### src/rtl/ksa_pkg.sv
// -----------------------------------------------------------------------------
// ksa_pkg
// Shared types and helpers for the pipelined Kogge-Stone adder.
//   gp_t        : per-bit {generate, propagate} pair
//   prefix_op   : Kogge-Stone combine of a high group with a lower group
//   num_stages  : number of prefix pipeline stages, ceil(log2(width)/reg_every)
// -----------------------------------------------------------------------------
package ksa_pkg;

    typedef struct packed {
        logic g;
        logic p;
    } gp_t;

    // The high group generates if it generates itself, or propagates a
    // generate from the low group; it propagates only if both do.
    function automatic gp_t prefix_op(input logic g_hi, input logic p_hi,
                                      input logic g_lo, input logic p_lo);
        gp_t r;
        r.g = g_hi | (p_hi & g_lo);
        r.p = p_hi & p_lo;
        return r;
    endfunction

    function automatic int num_stages(input int width, input int reg_every);
        return ($clog2(width) + reg_every - 1) / reg_every;
    endfunction

endpackage

### src/rtl/ksa_prefix_level.sv
// -----------------------------------------------------------------------------
// ksa_prefix_level
// One combinational Kogge-Stone prefix level. Bit i combines with bit i-DIST;
// the lowest DIST bits already hold their final group values and pass through.
// Ports:
//   g_in,  p_in  : group generate/propagate from the previous level
//   g_out, p_out : group generate/propagate after this level
// -----------------------------------------------------------------------------
module ksa_prefix_level
    import ksa_pkg::*;
#(
    parameter int WIDTH = 32,
    parameter int DIST  = 1
) (
    input  logic [WIDTH-1:0] g_in,
    input  logic [WIDTH-1:0] p_in,
    output logic [WIDTH-1:0] g_out,
    output logic [WIDTH-1:0] p_out
);

    for (genvar i = 0; i < WIDTH; i++) begin : g_bit
        if (i >= DIST) begin : g_comb
            gp_t gp;
            assign gp       = prefix_op(g_in[i], p_in[i], g_in[i-DIST], p_in[i-DIST]);
            assign g_out[i] = gp.g;
            assign p_out[i] = gp.p;
        end else begin : g_pass
            assign g_out[i] = g_in[i];
            assign p_out[i] = p_in[i];
        end
    end

endmodule

### src/rtl/ksa_pipe_adder.sv
// -----------------------------------------------------------------------------
// ksa_pipe_adder
// Pipelined Kogge-Stone adder/subtractor with valid/ready flow control.
// A register bank follows the p/g stage, then one after every REG_EVERY prefix
// levels; the final bank holds sum/cout/ovf. Latency is num_stages()+1 cycles.
// A single advance enable moves the whole pipe, so a stall freezes every stage.
// Ports:
//   clk, rst                 : clock, synchronous active-high reset
//   in_valid / in_ready      : input handshake (in_ready = pipe may advance)
//   in_a, in_b               : operands
//   in_cin                   : carry-in (ignored when subtracting)
//   in_sub                   : 1 = in_a - in_b
//   out_valid / out_ready    : output handshake
//   out_sum                  : result modulo 2^WIDTH
//   out_cout                 : carry-out (subtract: 1 = no borrow)
//   out_ovf                  : signed overflow
// -----------------------------------------------------------------------------
module ksa_pipe_adder
    import ksa_pkg::*;
#(
    parameter int WIDTH     = 32,
    parameter int REG_EVERY = 2
) (
    input  logic             clk,
    input  logic             rst,
    input  logic             in_valid,
    output logic             in_ready,
    input  logic [WIDTH-1:0] in_a,
    input  logic [WIDTH-1:0] in_b,
    input  logic             in_cin,
    input  logic             in_sub,
    output logic             out_valid,
    input  logic             out_ready,
    output logic [WIDTH-1:0] out_sum,
    output logic             out_cout,
    output logic             out_ovf
);

    localparam int L = $clog2(WIDTH);
    localparam int N = num_stages(WIDTH, REG_EVERY);

    logic adv;
    assign adv      = ~out_valid | out_ready;
    assign in_ready = adv;

    // ---- S0: operand conditioning and bitwise p/g ----
    logic [WIDTH-1:0] bb_s0, p_s0, g_s0;
    logic             c0_s0;

    assign bb_s0 = in_b ^ {WIDTH{in_sub}};
    assign c0_s0 = in_sub | in_cin;
    assign p_s0  = in_a ^ bb_s0;
    assign g_s0  = in_a & bb_s0;

    // Register bank k feeds prefix stage k+1. pp_p is the group propagate,
    // op_p the original bit propagate needed for the final sum.
    logic [WIDTH-1:0] g_p  [0:N-1];
    logic [WIDTH-1:0] pp_p [0:N-1];
    logic [WIDTH-1:0] op_p [0:N-1];
    logic             c0_p [0:N-1];
    logic             vld_p[0:N-1];

    // ---- S1..SN: prefix levels ----
    logic [WIDTH-1:0] lg [1:L];
    logic [WIDTH-1:0] lp [1:L];

    for (genvar j = 1; j <= L; j++) begin : g_lvl
        logic [WIDTH-1:0] gi, pi;
        // The first level of each stage reads the register bank, the rest chain.
        if ((j - 1) % REG_EVERY == 0) begin : g_from_reg
            assign gi = g_p [(j-1)/REG_EVERY];
            assign pi = pp_p[(j-1)/REG_EVERY];
        end else begin : g_from_lvl
            assign gi = lg[j-1];
            assign pi = lp[j-1];
        end
        ksa_prefix_level #(
            .WIDTH (WIDTH),
            .DIST  (1 << (j - 1))
        ) u_lvl (
            .g_in  (gi),
            .p_in  (pi),
            .g_out (lg[j]),
            .p_out (lp[j])
        );
    end

    // ---- SN: carries, sum, carry-out, overflow ----
    logic [WIDTH:0]   carry;
    logic [WIDTH-1:0] sum_c;

    assign carry = {lg[L] | (lp[L] & {WIDTH{c0_p[N-1]}}), c0_p[N-1]};
    assign sum_c = op_p[N-1] ^ carry[WIDTH-1:0];

    always_ff @(posedge clk) begin
        if (rst) begin
            for (int k = 0; k < N; k++) vld_p[k] <= 1'b0;
            out_valid <= 1'b0;
        end else if (adv) begin
            vld_p[0] <= in_valid;
            for (int k = 1; k < N; k++) vld_p[k] <= vld_p[k-1];
            out_valid <= vld_p[N-1];
        end
    end

    always_ff @(posedge clk) begin
        if (adv) begin
            g_p[0]  <= g_s0;
            pp_p[0] <= p_s0;
            op_p[0] <= p_s0;
            c0_p[0] <= c0_s0;
            for (int k = 1; k < N; k++) begin
                g_p[k]  <= lg[k*REG_EVERY];
                pp_p[k] <= lp[k*REG_EVERY];
                op_p[k] <= op_p[k-1];
                c0_p[k] <= c0_p[k-1];
            end
        end
    end

    // Output bank is reset so the result bus reads zero after reset.
    always_ff @(posedge clk) begin
        if (rst) begin
            out_sum  <= '0;
            out_cout <= 1'b0;
            out_ovf  <= 1'b0;
        end else if (adv) begin
            out_sum  <= sum_c;
            out_cout <= carry[WIDTH];
            out_ovf  <= carry[WIDTH] ^ carry[WIDTH-1];
        end
    end

endmodule

### config.mk
export PLATFORM = sky130hd
export DESIGN_NAME = ksa_pipe_adder
export DESIGN_NICKNAME = d
export VERILOG_FILES = /design/src/rtl/ksa_pkg.sv /design/src/rtl/ksa_prefix_level.sv /design/src/rtl/ksa_pipe_adder.sv
export SDC_FILE = /design/constraint.sdc
export NUM_CORES = 1
export LEC_CHECK = 0
export CAP_MARGIN = 10
export CORE_UTILIZATION = 58
export DETAILED_ROUTE_END_ITERATION = 10
export GPL_TIMING_DRIVEN = 0
export PLACE_DENSITY = 0.78
export SETUP_SLACK_MARGIN = 0.4
export SLEW_MARGIN = 0
export SYNTH_ARGS = -nofsm -noshare
export SYNTH_HDL_FRONTEND = slang
export SYNTH_HIERARCHICAL = 1
export SYNTH_SLANG_ARGS = --single-unit
export TNS_END_PERCENT = 20
### constraint.sdc
create_clock -name clk -period 3.7 [get_ports clk]
set_clock_uncertainty 0.15 [all_clocks]
set_input_delay 0.37 -clock clk [delete_from_list [all_inputs] [get_ports clk]]
set_output_delay 0.37 -clock clk [all_outputs]
set_load 0.02 [all_outputs]
# --- Word level (Yosys, flattened, before mapping) ---
# Memory sizes are Yosys's and may differ from the RTL's. A register that Yosys moved wholly into a read port is not among the register bits.
# Index checks and enable logic that the tools add are counted.
totals:
  ram_bits: 294
  memories: 5
  ff_bits: 34
  wordCells: 417
memory_table:
  columns: ["memory", "depth", "word_bits", "read_ports", "rd_ports_with_merged_regs", "wr", "line_no", "source"]
  rows:
  - ["g_p", 3, 32, 3, 0, 3, "ksa_pipe_adder.sv:57", "logic [WIDTH-1:0] g_p [0:N-1];"]
  - ["op_p", 3, 32, 3, 0, 3, "ksa_pipe_adder.sv:59", "logic [WIDTH-1:0] op_p [0:N-1];"]
  - ["pp_p", 3, 32, 3, 0, 3, "ksa_pipe_adder.sv:58", "logic [WIDTH-1:0] pp_p [0:N-1];"]
  - ["c0_p", 3, 1, 3, 0, 3, "ksa_pipe_adder.sv:60", "logic c0_p [0:N-1];"]
  - ["vld_p", 3, 1, 3, 1, 3, "ksa_pipe_adder.sv:61", "logic vld_p[0:N-1];"]
op_classes:
  muxes: 9
  bitwise: 400
op_table:
  columns: ["cell", "n"]
  rows:
  - ["1-bit bitwise AND", 258]
  - ["1-bit OR", 134]
  - ["32-bit bitwise XOR", 3]
  - ["32-bit bitwise AND", 2]
  - ["32-bit OR", 1]
  - ["1-bit 2-to-1 mux", 9]
  - ["1-bit NOT", 1]
  - ["1-bit bitwise XOR", 1]

# --- Logic depth before layout (Yosys ltp) ---
depth:
  word_depth: 6
  depth_mapped: 6
  depth_no_buf: 4

# --- Hierarchy ---
# The synthesis kept the hierarchy.
modules_own_cells:
  columns: ["mod", "instances", "area_per_inst_um2", "cells_each"]
  rows:
  - ["ksa_pipe_adder", 1, 10227.3, 488]
  - ["ksa_prefix_level (g_lvl[5].u_lvl)", 1, 479.2, 64]
  - ["ksa_prefix_level (g_lvl[4].u_lvl)", 1, 466.7, 64]
  - ["ksa_prefix_level (g_lvl[3].u_lvl)", 1, 449.2, 64]
  - ["ksa_prefix_level (g_lvl[2].u_lvl)", 1, 446.7, 64]
  - ["ksa_prefix_level (g_lvl[1].u_lvl)", 1, 444.2, 64]

# --- Worst setup path before layout ---
# OpenSTA, ideal clock, no wires.
synth_timing:
  path_kind: "register to register"
  from: "register out_valid (read register of vld_p)"
  to: "memory vld_p[1], data pin"
  synth_period_minus_slack_ns: 2.782
  setup_time_ns: 0.131
  path_slack_ns: 0.918
  required_time_ns: 3.419
  t_arrival_ns: 2.501
  path_stages_with_launch: 7
  cell_sequence: "dfxtp_1 -> nand2b_4 -> buf_6 -> nor2b_4 -> buf_6 -> buf_6 -> and2_1"
synth_rtl:
  columns: ["element", "line_no", "source"]
  rows:
  - ["start: declaration", "ksa_pipe_adder.sv:32", "output logic out_valid,"]
  - ["end: declaration", "ksa_pipe_adder.sv:61", null]

# --- Worst setup path after layout ---
layout_timing:
  from: "register out_valid (read register of vld_p)"
  to: "output in_ready"
layout_via:
  elab_chain_cells: 2
layout_rtl:
  columns: ["element", "line_no", "source"]
  rows:
  - ["1-bit NOT", "ksa_pipe_adder.sv:43", "assign adv = ~out_valid | out_ready;"]
  - ["1-bit OR", "ksa_pipe_adder.sv:43", null]
  - ["end: declaration", "ksa_pipe_adder.sv:27", "output logic in_ready,"]
# No other way between the ends.

==> flow_summary.toml <==
[run_status]
status = "completed"

[layout]
stdcell_count = 1245
multi_input_area_mm2 = 0.003336
fill_cells = 1373
layout_common_cells = "edfxtp_1, a21o_1, clkdlybuf4s50_1, and2_1, buf_4"
fin_area_mm2 = 0.01507
drive_gt1_share_pct = 17.94
seq_area_mm2 = 0.008568
n_antenna_cell = 0
final_common_cell = "edfxtp_1"
syn2layout_area_growth_pct = 20.47
nets = 1048
final_core_util_pct = 71.48

[yosys]
yosysTopAreaCellShare_pct = 62.87
yosys.area_share.xor_xnor_pct = 4.550
ys_top_cells_by_area = "edfxtp_1, a21o_1, dfxtp_1"
yosys.cell_types.count = 23
synthSimpleGateAreaFrac_pct = 7.379
synthMuxAreaShare_pct = 0
syn-num-nets = 910
syn-cell-area_mm2 = 0.01251
syn_inst = 808
synth_top_family_by_area = "compound AO/OA/AOI/OAI gates"
synth-seq-cells = 297
ys_seq_area_share_pct = 68.47
yosysTopAreaCell = "edfxtp_1"
synth-compound-area-share_pct = 11.53
ys_warn_count = 6
syn_avg_cell_area_um2 = 15.49
synth_fa_ha_area_share_pct = 3.200

[timing]
final-setup-viol-count = 0
worst_slew_pin_slew_ns = 0.8090
slew_violations = 0
fin_tns_setup_ns = 0
fmax_ghz = 0.3237
slew_headroom_pct = 46.07
hold_viol = 0
rsz0062_at_grt = "no"
final.min_clock_period_ns = 3.090
timing.final.ws_setup_ns = 0.6103
fin_crit_sh_pct = 83.51

[global_route]
track_usage_pct = 21.46
grt_pass1_vias = 6544
use_met1_pct = 28.80
grt_max_degree = 132
grt_overflow_total = 0
antenna_found_initial = 0
gr-max-usage-layer = "met2"
met3_usage_pct = 2.844
grt_pass1_wl_mm = 35.23
grtUsageMet2_pct = 36.72

[worst_setup_path]
reg2reg_slack_ns = 1.70
cp_data_arrival_time_ns = 2.57
r2r-start = "out_valid$_SDFFE_PP0P_"
startpoint_type = "flop"
cp_max_fo = 131
worstPathRequired_ns = 3.18
end_kind = "output port"
r2r_end = "g_p[0][94]$_DFFE_PP_"
criticalPathCategory = "flop to output port"
r2r_cells = 3

[placed_design]
place_ws_ns = 0.1494
numPortBuffers = 104
hpwl_mm = 16.40
post_dp_cell_area_mm2 = 0.01393
dp_cells = 1188
place_congestion = 0.8064

[hold_path]
worstHoldPathCells = 0
min_from = "op_p[0][54]$_DFFE_PP_"
hold_end = "op_p[0][86]$_DFFE_PP_"
hold_class = "flop to flop"

[floorplanning]
rows = 53
coreArea_mm2 = 0.02109
die_height_um = 148.9
ios = 106
start_util_pct = 59.34
die_w_um = 148.9
dieArea_mm2 = 0.02217

[clock_network]
cts_tree = "done"
clk_pin_slew_ns = 0.06
insertion_delay_ns = 0.54
clock_sinks = 297
cts_max_path_buffers = 3
cts_setup_buffers = 0
cts_buffers = 30
ctsHtreeMaxLevel = 1
cts_root_buf = "clkbuf_16"

[routing]
first_iter_violations = 417
detail-route-antenna-nets = 0
post_drt_wl_per_cell_um = 18.60
drc_errors = 0
wl_mm = 23.15
via_per_inst = 5.286
dr_total_vias = 6581
drt_first_pass_iters = 4

[power]
p_clk_share_pct = 35.6
peakVddDrop_v = 0.0003740
p_int_uw = 7096
seqPwrFrac_pct = 49.8
pwr_density_cell_mw_per_mm2 = 613.4
p_leak_uw = 0.006683
pwr-share-comb_pct = 14.6
switching_share_pct = 23.26
p_switching_uw = 2151

[run]
maxCapViolations = 0
==> per-stage QoR <==
| step | hold WS, ns | power, µW |
|---|---|---|
| after floorplan | 0.2503 | 5411 |
| after global placement | 0.2506 | 5967 |
| after detailed placement | 0.2545 | 6022 |
| after CTS | 0.2686 | 9329 |
| after global routing | 0.2716 | 9604 |
| final | 0.2638 | 9247 |
==> worst max-delay path by stage <==
stage                            from                     end  slack, ns  cells past startpoint
6_report       out_valid$_SDFFE_PP0P_                in_ready       0.61                      4
5_1_grt        out_valid$_SDFFE_PP0P_                in_ready       0.47                      4
3_5_place_dp                out_ready                in_ready       0.15                      5
2_1_floorplan  out_valid$_SDFFE_PP0P_  vld_p[1]$_SDFFCE_PN0P_       0.92                      6
4_1_cts        out_valid$_SDFFE_PP0P_                in_ready       0.54                      4
3_3_place_gp                out_ready                in_ready      -0.35                      4
==> power by group through the flow <==
| stage | combinational, µW | sequential [µW] | clock [µW] |
|---|---|---|---|
| floorplan | 783 | 4630 | 0 |
| global placement | 1310 | 4650 | 0 |
| detailed placement | 1350 | 4680 | 0 |
| CTS | 1360 | 4610 | 3350 |
| global route | 1460 | 4660 | 3490 |
| finish | 1350 | 4610 | 3290 |
==> repair_timing <==
item,CTS,global route
setup endpoints to repair,1,0
gates resized for setup,1,0
hold buffers,0,0
==> registers in the layout (all words and copies together), names as in the netlist <==
name and count:
out_ovf 1, out_sum 32, g_p 96, out_valid 1, vld_p 3, op_p 96, pp_p 64, out_cout 1
c0_p 3
==> per-layer routing <==
metal / share of wire [%] / up-vias
met5: 0 / -
met4: 2.0 / 0
met3: 5.1 / 33
met2: 50 / 178
met1: 43 / 3168
li1: - / 3202
==> worst max-delay path, cell delays in order, from the launching register on <==
cell             delay (ns)
dfxtp_1                0.33
nand2b_4               0.08
buf_12                 0.43
buf_16                 0.35
clkdlybuf4s50_1        0.68
==> logic make-up (layout without fill, tap and decap cells) <==
logic type	after synthesis	after routing
DFF	297	297
adders and majority gates	32	32
xor gates and xnor gates	65	65
AOI/OAI and AO/OA	196	196
and+or+nand+nor	138	138
buffers and inverters	80	242
==> cell usage after synthesis <==
cell type and number:
a211oi_1 2, a21o_1 130, a21oi_1 29, a21oi_2 3, a22o_1 32, and2_1 96, and2_2 36, buf_2 4
buf_4 65, buf_6 8, clkbuf_1 1, dfxtp_1 35, edfxtp_1 262, ha_1 32, inv_1 1, inv_2 1
nand2b_4 1, nor2_1 2, nor2_4 1, nor2b_4 1, or2_1 1, xnor2_1 32, xor2_1 33
==> cell type report <==
type	instances	area share, %
clock buffer	36	5.470
tap	275	2.283
multi-input combinational	431	22.13
inverter	2	0.04980
buffer	78	4.050
clock inverter	20	1.876
sequential	297	56.84
timing repair buffer	106	7.304
(Power assumes the default switching activity.)
==> RTL change: new RTL, same flow settings <==
`REG_EVERY`: 2 -> 1.
--- a/src/rtl/ksa_pipe_adder.sv
+++ b/src/rtl/ksa_pipe_adder.sv
@@ -21,3 +21,3 @@
     parameter int WIDTH     = 32,
-    parameter int REG_EVERY = 2
+    parameter int REG_EVERY = 1
 ) (
Function: changed (Yosys sat finds a counterexample within 4 cycles, from zero or initial values and one cycle with rst high).
==> RTL change against the unedited design <==
  * Worst hold slack worse by 0.044 ns
  * Worst setup slack worse by 0.035 ns
  * Cell area up 42%
  * Synthesized area up 47%
  * Routed wire length up 28%
  * Sequential cell count up 196
  * Combinational power down 6%
  * Power up 43%
  * Largest power group unchanged
  * Highest routed layer unchanged
==> RTL change: results (changes against the unedited design) <==
** Clocking
- The insertion delay of the later-clocked pin in the worst-skew pair is 0.54 ns (about the same).
- The clock root buffer is clkbuf_16 (unchanged).
- Post-CTS Setup Bufs :: 0 (unchanged)
- CTS clock-pin slew for the worst setup and hold paths :: 0.06 ns (about the same)
- The maximum count of clock buffers along a single path was 3 (unchanged).
- Number of buffers added by the clock tree synthesis step :: 47 (was 30)
- Gates resized, CTS repair :: 0 (was 1)
- The level count of the clock H-tree was 2 (was 1).

** Outcome
- Result of the run :: finished clean (unchanged)

** Power and ir drop
- Leakage Power :: 0.00904 µW (was 0.00668 µW)
- Max rail drop VDD :: 0.000362 V (was 0.000374 V)
- Switching portion of total power :: 21.8% (was 23.3%)

** GRT
- Total global routing track utilization :: 18.4% (was 21.5%)
- Via count of the first global-routing pass :: 8250 (was 6544)
- Wire length of the first global-routing pass :: 45200 µm (was 35200 µm)
- The initial antenna violation count is 0 (unchanged).
- Maximum number of pins on one net before global-route repair :: 172 (was 132)

** Logic synthesis
- Number of enable flip-flop cells after synthesis :: 458 (was 262)
- Sequential fraction of the synthesis area :: 78.5% (was 68.5%)
- The synthesized net count was 1108 (was 910).
- Ys async rst share :: 0% (unchanged)
- The synthesis warning total is 6 (unchanged).
- Count of unique library cells instantiated by Yosys :: 21 (was 23)
- Post-synth top cells: 458 x edfxtp_1, 130 x a21o_1, 98 x and2_1 (was 262 x edfxtp_1, 130 x a21o_1, 96 x and2_1).
- Synth top area cells :: edfxtp_1 75%, a21o_1 5.3%, dfxtp_1 3.8% (was edfxtp_1 63%, a21o_1 7.8%, dfxtp_1 5.6%)

** Worst setup path
- The highest net fanout along the worst path was 99 (was 131).
- Top cell family by delay on the critical path :: buffers and inverters (unchanged)
- CP max stage delay :: 0.70 ns (was 0.68 ns)
- The cell at the slowest stage of the critical path was clkdlybuf4s50_1 (unchanged).
- Arrival time of the worst setup path :: 2.61 ns (was 2.57 ns)

** Layout
- The total number of nets in the final design is 1264 (was 1048).
- Largest registers in the final layout :: g_p: 160 flops, op_p: 160 flops, pp_p: 128 flops (was g_p: 96 flops, op_p: 96 flops, pp_p: 64 flops)
- Fraction of final layout cells sized beyond drive strength 1 :: 15.1% (was 17.9%)
- The count of filler cells inserted in the layout came to 1954 (was 1373).
- Antenna Diode Count :: 0 (unchanged)

** Placed design
- The count of port buffers added during placement was 104 (unchanged).
- Routability Congestion :: 0.809 (was 0.806)
- Estimated wirelength of the detail-placed design :: 20000 µm (was 16400 µm)

** Timing
- The final setup violation count was 0 (unchanged).
- Worst slew pin tran :: 0.858 ns (was 0.809 ns)
- The total count of hold-check failures in the final report came to 0 (unchanged).

** Drt
- DR iter-0 viols :: 750 (was 417)
- The ratio of routed vias to standard cells is 5.27 (was 5.29).
- First drt pass iteration count :: 5 (was 4)
- The routed wire length is 29600 µm (was 23200 µm).

** Hold path
- Hold/Removal Path Class :: input port to register (was register to register)
RTL change: cell types whose count changed in the layout (fill, tap and decap cells not counted), moves of 3 or more:
cell | unedited run | this run
edfxtp_1 | 262 | 458
clkbuf_16 | 31 | 49
clkbuf_1 | 3 | 16
clkinv_1 | 2 | 10
bufinv_16 | 7 | 1
buf_2 | 4 | 8
clkinvlp_4 | 4 | 0
buf_4 | 65 | 62
clkbuf_8 | 3 | 0
clkinv_2 | 7 | 4
RTL change: layout make-up:
cell class	count	area share, %
Inverter	2	0.0350
Sequential cell	493	67.5
Tap cell	396	2.31
Clock inverter	15	0.409
Clock buffer	65	6.01
Timing Repair Buffer	107	5.27
Multi-Input combinational cell	433	15.7
Buffer	78	2.82
RTL change: power by group through the flow:
stage	registers [µW]	logic, µW	clock network, µW
floorplan	7590	729	0
global placement	7700	1240	0
detailed placement	7740	1280	0
CTS	7630	1290	4400
global route	7710	1380	4620
finish	7620	1270	4320
RTL change: path summary, 6_finish.rpt:
| kind | to | cells after the start | slack, ns | startpoint |
|---|---|---|---|---|
| setup / recovery | in_ready | 5 | 0.57 | out_ready |
| hold / removal | c0_p[0][0]$_DFFE_PP_ | 2 | 0.22 | in_sub |
| setup reg to reg | pp_p[0][94]$_DFFE_PP_ | 3 | 1.59 | out_valid$_SDFFE_PP0P_ |
| hold reg to reg | op_p[0][153]$_DFFE_PP_ | 0 | 0.27 | op_p[0][121]$_DFFE_PP_ |
RTL change: stage by stage:
| step | setup WS [ns] | utilization (%) | area [µm²] | cells |
|---|---|---|---|---|
| detailed placement | 0.249 | 64.7 | 20000 | 1508 |
| global route | 0.459 | 69.3 | 21400 | 1589 |
| finish | 0.575 | 69.3 | 21400 | 1589 |
| CTS | 0.565 | 69.3 | 21400 | 1589 |
| global placement | -0.357 | 64.6 | 20000 | 1506 |
| floorplan | 0.918 | - | 18400 | 1006 |
RTL change: per-layer routing:
metal / vias to the layer above / global-route usage [%] / wire length, µm
li1: 4026 / - / -
met1: 4091 / 25.0 / 13100
met2: 222 / 30.7 / 14600
met3: 35 / 3.03 / 1340
met4: 0 / 5.54 / 507
met5: - / 0 / 0
RTL change: cells by family after synthesis:
kind of cell | synth area share [%]
flip-flops | 78.5
AO/OA/AOI/OAI | 7.88
AND/OR/NAND/NOR | 5.08
buffers and inverters | 3.28
XOR/XNOR | 3.09
adder cells (fa/ha/maj) | 2.17
